[config.mk]
export PLATFORM = sky130hd
export DESIGN_NAME = mux_1x8
export DESIGN_NICKNAME = d
export VERILOG_FILES = /design/src/rtl/mux_1x8.sv
export SDC_FILE = /design/constraint.sdc
export NUM_CORES = 1
export LEC_CHECK = 0
export BUFFER_PORTS_ARGS = -buffer_cell sky130_fd_sc_hd__clkbuf_2
export CORE_ASPECT_RATIO = 0.75
export CORE_MARGIN = 3
export CORE_UTILIZATION = 37
export CTS_BUF_LIST = sky130_fd_sc_hd__clkbuf_16
export DETAILED_ROUTE_END_ITERATION = 16
export PLACE_DENSITY = 0.9
export SETUP_SLACK_MARGIN = 0.15
export SYNTH_ARGS = -nofsm -noshare
export SYNTH_HDL_FRONTEND = slang
export SYNTH_SLANG_ARGS = --single-unit
[constraint.sdc]
create_clock -name clk -period 1.49 [get_ports clk]
set_input_delay 0.149 -clock clk [delete_from_list [all_inputs] [get_ports clk]]
set_output_delay 0.149 -clock clk [all_outputs]
set_load 0.005 [all_outputs]
[src/rtl/mux_1x8.sv]
// 8-to-1 word multiplexer with a combinational output and an enabled registered copy.
// Latency: out is combinational (0 cycles); out_q is loaded one clk edge after selection.
// Backpressure: none; en gates the register load, and out always follows sel and the inputs.
module mux_1x8 #(
    parameter int WIDTH = 8
) (
    input  logic             clk,
    input  logic             rst_n,
    input  logic [WIDTH-1:0] in0,
    input  logic [WIDTH-1:0] in1,
    input  logic [WIDTH-1:0] in2,
    input  logic [WIDTH-1:0] in3,
    input  logic [WIDTH-1:0] in4,
    input  logic [WIDTH-1:0] in5,
    input  logic [WIDTH-1:0] in6,
    input  logic [WIDTH-1:0] in7,
    input  logic [2:0]       sel,
    input  logic             en,
    output logic [WIDTH-1:0] out,
    output logic [WIDTH-1:0] out_q
);

    // An unknown sel propagates X instead of silently picking in0.
    always_comb begin
        case (sel)
            3'd0:    out = in0;
            3'd1:    out = in1;
            3'd2:    out = in2;
            3'd3:    out = in3;
            3'd4:    out = in4;
            3'd5:    out = in5;
            3'd6:    out = in6;
            3'd7:    out = in7;
            default: out = {WIDTH{1'bx}};
        endcase
    end

    always_ff @(posedge clk or negedge rst_n) begin
        if (!rst_n) begin
            out_q <= {WIDTH{1'b0}};
        end else if (en) begin
            out_q <= out;
        end
    end

endmodule

==> key figures, run 1 <==
Outcome
  • Outcome: finished clean

Synthesis
  • Synth top area cells: dfrtp_1 (22%), mux2i_1 (22%), o22ai_1 (8.7%), nor2_1 (8.1%), a211oi_1 (5.7%)
  • Main flop type after synthesis: dfrtp_1
  • Post-synthesis adder-cell area fraction: 0%
  • Largest family of logic cells by synthesized area: compound AO/OA/AOI/OAI gates
  • FF+latch count, synth: 8
  • Xor and xnor area share after synthesis: 0%
  • Post-synth cell types: 21
  • Seq/Total Area, Yosys: 21.53%
  • EDFF count, synth: 0
  • Cell Area, Synth: 929.6 um2
  • Gate Count Post-Synth: 122
  • Synth warn: 0
  • Syn Area/Cell: 7.620 um2
  • Yosys top cell area share: 21.53%
  • Syn nets: 192
  • Synth Area in Simple Gates: 22.75%
  • Asr flop ratio synth: 100.0%
  • Multiplexer share of the synthesized area: 23.15%
  • Synth Area in Compound Gates: 23.55%
  • Post-synth top cells: mux2i_1 (20), nor2_1 (20), o22ai_1 (13)
  • Area leader, netlist: dfrtp_1

STA
  • RSZ-0062 raised after global routing: no
  • Final Cycle Share: 86.76%
  • Final Skew: 0 ns
  • Fin. Hold Viols: 0
  • Worst hold margin: 0.2395 ns
  • Fmax: 773.5 MHz
  • Slew @ Worst Pin: 0.3213 ns
  • Final setup viols: 0
  • Final min period: 1.293 ns
  • Slew margin rel.: 78.54%
  • Slew Limit Fails: 0
  • TNS Setup: 0 ns

Critical path
  • Critical Path Max Stage Delay: 0.31 ns
  • RR Startpoint: out_q[1]
  • Setup crit end kind: output port
  • Worst Path Class, Setup: input pin to output port
  • Beginning of the critical path: sel[2]
  • Worst-path fanout max: 10
  • Worst EP arrival: 1.14 ns
  • CP startpoint kind: input pin
  • Top Family by Delay on Critical Path: simple AND/OR/NAND/NOR gates
  • Critical-path top delay cell: nor3b_1
  • Req. time, crit path: 1.34 ns
  • Buf/Inv on CP: 3
  • Flop2flop setup slack: 0.74 ns
  • CP cell instances: buf_4, buf_12, nor3b_1, a211oi_2, nor2_2, nor2_1, buf_2

Placement
  • Post-placement cell area: 1403 um2
  • Dpl cells: 235
  • Port bufs: 85
  • HPWL Detailed: 2.517 mm
  • RD Place Congestion: 0.8354

Finish
  • Largest regs: out_q x8
  • Final Cell Area: 1765 um2
  • Final nets: 286
  • Layout cells sized above 1: 60.28%
  • Max reg flops: 8
  • Syn-to-layout area delta: 89.91%
  • Reg with most FFs: out_q
  • Fillers: 183
  • ANT cells: 0
  • Final std cells w/o fill: 248

Floorplan
  • Die Area: 3156 um2
  • Die height: 49.41 um
  • Io pins: 86
  • # rows: 15
  • Chip width: 63.88 um
  • Area of the core: 2346 um2
  • Initial core utilization: 39.63%

Detailed routing
  • Vias: 1,281
  • Avg Vias per Cell: 5.165
  • Initial drt markers: 93
  • Drt wl/cell: 15.02 um
  • Antenna Violating Nets Remaining: 0
  • DRC viols: 0
  • Drt total wl: 3.724 mm
  • DRT Pass-1 Iters: 4

GRT
  • Vias in the first global route: 1,193
  • Pin count of the biggest net entering global routing: 21
  • Most Crowded Layer GR: met2
  • Total global routing overflow: 0
  • Grt met3 use: 6.221%
  • Met1 Track Usage GR: 24.48%
  • First-pass GRT wire length: 5.244 mm
  • GRT met2 Usage: 37.74%
  • Total GRT Usage: 20.71%
  • Antenna violations before repair: 0

Clock tree
  • CTS Buf Count: 3
  • Htree depth: 1
  • CTS tree: yes
  • Deepest clock path buffer count: 2
  • Clock Latency Late Sink: 0.23 ns
  • Sink Count: 8
  • Clk root buf: clkbuf_16
  • CTS clk-pin slew, worst paths: 0.04 ns

Worst hold path
  • Min-Delay Path Class: input pin to flop
  • Worst Hold Launch: in0[0]

Power and ir drop
  • PD cells: 681.7 nW/um2
  • Max VDD drop: 0.6573 mV
  • Leak: 0.9001 nW

Run
  • Max-Cap Viols: 0
-- cell usage in the layout (no fill, tap or decap) --
cell type / netlist / layout
buf_16: 0 / 1
mux2i_2: 0 / 5
nor2b_1: 2 / 2
buf_6: 1 / 1
buf_4: 0 / 9
mux2_4: 1 / 1
nand2b_1: 2 / 1
nor2_2: 0 / 6
nor3b_1: 6 / 6
dfrtp_1: 8 / 8
buf_2: 7 / 2
buf_12: 0 / 2
o32a_1: 1 / 1
o32ai_2: 0 / 2
a21boi_0: 1 / 1
buf_8: 0 / 1
o21ai_0: 8 / 8
o22ai_1: 13 / 9
mux2i_1: 20 / 15
clkbuf_2: 0 / 80
nand3b_1: 6 / 6
clkbuf_16: 0 / 6
o22ai_2: 0 / 4
inv_1: 7 / 7
a21oi_1: 2 / 2
nand2b_4: 0 / 1
nand2_1: 4 / 3
nor2_1: 20 / 14
or3_4: 0 / 1
a211oi_1: 7 / 1
a211oi_2: 0 / 6
dlygate4sd3_1: 0 / 1
nand2_2: 0 / 1
-- per-stage QoR --
step / power [mW] / setup WS, ns / util, %
after floorplan: 0.4534 / 0.1945 / -
after CTS: 1.138 / 0.1425 / 67.25
after global routing: 1.272 / 0.1166 / 75.25
after global placement: 0.6370 / 0.07523 / 59.79
final: 1.204 / 0.1972 / 75.25
after detailed placement: 0.6424 / 0.07489 / 59.79
-- area by class of cell --
cell class              instances  area [um2]  area share, %
multi-input cells              96       764.5          43.30
clock buffers                   3       75.07          4.252
inverters                       7       26.28          1.488
well taps                      34       42.54          2.410
repair buffers                100       656.9          37.21
flip-flops and latches          8       200.2          11.34
-- logic make-up after synthesis --
family / count (synthesis)
AO/OA/AOI/OAI: 34
buffers and inverters: 18
flip-flops: 8
multiplexers: 21
AND/OR/NAND/NOR: 41
-- routing by layer --
| metal | vias to the layer above | routed length, um |
|---|---|---|
| met4 | 0 | 29 |
| met5 | - | 0 |
| li1 | 634 | - |
| met1 | 589 | 1539 |
| met2 | 56 | 1853 |
| met3 | 2 | 302 |
-- worst min-delay path, cell delays in order --
cell and delay, ns:
clkbuf_2 0.09, o21ai_0 0.08, o22ai_1 0.10
-- final timing paths --
kind / cells past startpoint / end
max in group asynchronous: 2 / out_q[5]
min reg2reg: 1 / out_q[1]
min in group asynchronous: 2 / out_q[6]
min: 3 / out_q[0]
max: 7 / out[7]
max reg2reg: 1 / out_q[1]
-- where the power goes --
group / switching [mW] / total, mW / internal (mW)
clock network: 0.103 / 0.449 / 0.346
logic: 0.214 / 0.489 / 0.275
registers: 0.0169 / 0.265 / 0.248
-- what timing repair did --
item,in CTS,in global routing
buffers inserted,5,0
hold buffers,1,0
pin swaps,11,11
hold endpoints to repair,8,0
cloned,1,3
endpoints found under the setup margin,7,9
resized for setup,7,32
(Power assumes the default switching activity.)
==> inputs of run 2 (changes only) <==
==> constraint.sdc (replaced) <==
create_clock -name clk -period 1.49 [get_ports clk]
set_input_delay 0.298 -clock clk [delete_from_list [all_inputs] [get_ports clk]]
set_output_delay 0.298 -clock clk [all_outputs]
set_load 0.005 [all_outputs]
==> key figures, run 2 (synthesized netlist as in run 1, its figures left out) <==
Floorplan
  • Die Area: 3156 um2 (unchanged)
  • # rows: 15 (unchanged)
  • Initial core utilization: 39.63% (unchanged)
  • Die height: 49.41 um (unchanged)
  • Io pins: 86 (unchanged)
  • Area of the core: 2346 um2 (unchanged)
  • Chip width: 63.88 um (unchanged)

STA
  • Slew Limit Fails: 0 (unchanged)
  • Fin. Hold Viols: 0 (unchanged)
  • Final min period: 1.668 ns (+0.3753 ns)
  • Fmax: 599.5 MHz (-22%)
  • Slew @ Worst Pin: 0.3300 ns (+0.008796 ns)
  • Slew margin rel.: 78.00% (-0.54 points)
  • RSZ-0062 raised after global routing: yes
  • PnR worst setup slack: -0.1781 ns (-0.3753 ns)
  • Final Skew: 0 ns (unchanged)
  • Final Cycle Share: 112.0% (+25 points)
  • Final setup viols: 9 (+9)
  • TNS Setup: -0.8663 ns (-0.8663 ns)

Run
  • Max-Cap Viols: 0 (unchanged)

Critical path
  • Flop2flop setup slack: 0.70 ns (-0.04 ns)
  • Worst-path fanout max: 6 (-4)
  • Critical Path Max Stage Delay: 0.17 ns (-0.14 ns)
  • Beginning of the critical path: sel[1]
  • CP dominant cell by count: nor2_1
  • CP cell instances: clkbuf_16, buf_12, buf_6, mux2i_1, o22ai_1, nor2_1, nor2_1, buf_2
  • Buf/Inv on CP: 4 (+1)
  • Critical-path top delay cell: o22ai_1
  • Worst EP arrival: 1.37 ns (+0.23 ns)
  • Top Family by Delay on Critical Path: buffers and inverters
  • CP startpoint kind: input pin
  • Worst path depth: 8 (+1)
  • RR Startpoint: out_q[1]
  • Setup crit end kind: output port
  • Worst reg2reg path depth: 1 (unchanged)
  • Req. time, crit path: 1.19 ns (-0.15 ns)
  • Worst Path Class, Setup: input pin to output port
  • Reg-to-reg endpoint: out_q[1]
  • Critical Path End: out[6]

GRT
  • Antenna violations before repair: 0 (unchanged)
  • GRT met2 Usage: 42.54% (+4.8 points)
  • Total global routing overflow: 0 (unchanged)
  • Met1 Track Usage GR: 26.64% (+2.2 points)
  • Grt met3 use: 5.760% (-0.46 points)
  • Pin count of the biggest net entering global routing: 16 (-24%)
  • Vias in the first global route: 1,309 (+9.7%)
  • Total GRT Usage: 23.30% (+2.6 points)
  • First-pass GRT wire length: 5.747 mm (+9.6%)
  • Most Crowded Layer GR: met2

Clock tree
  • Htree depth: 1 (unchanged)
  • Deepest clock path buffer count: 2 (unchanged)
  • CTS clk-pin slew, worst paths: 0.04 ns (about the same)
  • CTS Buf Count: 3 (unchanged)
  • Clk root buf: clkbuf_16
  • Sink Count: 8 (unchanged)
  • Clock Latency Late Sink: 0.23 ns (about the same)
  • CTS tree: yes

Detailed routing
  • Avg Vias per Cell: 5.488 (+6.3%)
  • Vias: 1,427 (+11%)
  • Initial drt markers: 112 (+20%)
  • Antenna Violating Nets Remaining: 0 (unchanged)
  • Drt total wl: 4.353 mm (+17%)
  • DRT Pass-1 Iters: 4 (unchanged)
  • Drt wl/cell: 16.74 um (+11%)
  • DRC viols: 0 (unchanged)

Placement
  • Port bufs: 85 (unchanged)
  • HPWL Detailed: 2.726 mm (+8.3%)
  • RD Place Congestion: 0.8259 (-1.1%)

Finish
  • Most frequent cells in the layout: clkbuf_2 (79), nor2_1 (19), mux2i_1 (17)
  • ANT cells: 0 (unchanged)
  • Syn-to-layout area delta: 101.2%
  • Reg with most FFs: out_q
  • Max reg flops: 8 (unchanged)
  • Final nets: 298 (+4.2%)
  • Area of the multi-input gates: 764.5 um2 (unchanged)
  • Commonest non-fill, non-tap cell in the layout: clkbuf_2
  • Layout cells sized above 1: 61.06% (+0.78 points)
  • Reg area: 200.2 um2 (unchanged)
  • Largest regs: out_q x8
  • Layout Utilization: 79.73% (+4.5 points)
  • Fillers: 149 (-19%)

Outcome
  • Failing checks: setup timing
  • Outcome: finished, violations left

Worst hold path
  • Min-Delay Path Class: input pin to flop

Power and ir drop
  • PD cells: 687.0 nW/um2 (+0.77%)
  • Leak: 0.9644 nW (+7.1%)
  • Max VDD drop: 0.3841 mV (-42%)
[run 2: changes by cell type in the layout (fill, tap and decap cells not counted), moves of 2 or more]
cell       before  now
buf_4           9   14
buf_6           1    9
clkbuf_16       6    4
mux2i_1        15   17
mux2i_2         5    2
nor2_1         14   19
nor2_2          6    1
nor3b_1         6    2
nor3b_2         0    4
o22ai_1         9   11
o22ai_2         4    2
[run 2: worst min-delay path by stage]
stage,cells after the start,end,start,slack (ns)
finish,3,out_q[5],in0[5],0.38
global route,3,out_q[5],in0[5],0.39
CTS,3,out_q[5],in0[5],0.38
detailed placement,1,out_q[2],rst_n,0.16
global placement,1,out_q[1],rst_n,0.15
floorplan,0,out_q[0],rst_n,0.002
[run 2: cell type report]
cell class                      count  share of cell area [%]
Multi-Input combinational cell     96                   40.87
Clock buffer                        3                   4.013
Timing Repair Buffer              112                   40.74
Sequential cell                     8                   10.70
Tap cell                           34                   2.274
Inverter                            7                   1.405
[run 2: per-layer routing]
layer	part of all wire (%)	up-vias	routed length, um
li1	-	658	-
met1	36	654	1586
met2	51	95	2202
met3	8.4	20	366
met4	4.5	0	198
met5	0	-	0
[run 2: timing repair]
action / CTS / global route
setup buffers: 6 / 2
hold buffers: 1 / 0
gates cloned: 2 / 0
endpoints found under the hold margin: 8 / 0
resized for setup: 25 / 23
pin swaps: 16 / 13
setup endpoints to repair: 9 / 11
[run 2: report_power, final]
| part | switching [mW] | total, mW | internal [mW] |
|---|---|---|---|
| Sequential | 0.0211 | 0.269 | 0.248 |
| Clock | 0.110 | 0.456 | 0.346 |
| Combinational | 0.240 | 0.559 | 0.319 |
| Total | 0.371 | 1.29 | 0.914 |
[run 2: metrics by stage]
| step | setup slack [ns] | power [mW] | cells | instance area (um2) | hold slack (ns) |
|---|---|---|---|---|---|
| after global routing | -0.2041 | 1.339 | 260 | 1871 | 0.3911 |
| after global placement | -0.1644 | 0.6701 | 246 | 1485 | 0.1549 |
| after floorplan | 0.05887 | 0.4606 | 122 | 955.9 | 0.002409 |
| final | -0.1781 | 1.285 | 260 | 1871 | 0.3820 |
| after CTS | -0.1046 | 1.214 | 258 | 1774 | 0.3806 |
| after detailed placement | -0.1836 | 0.6795 | 246 | 1485 | 0.1567 |
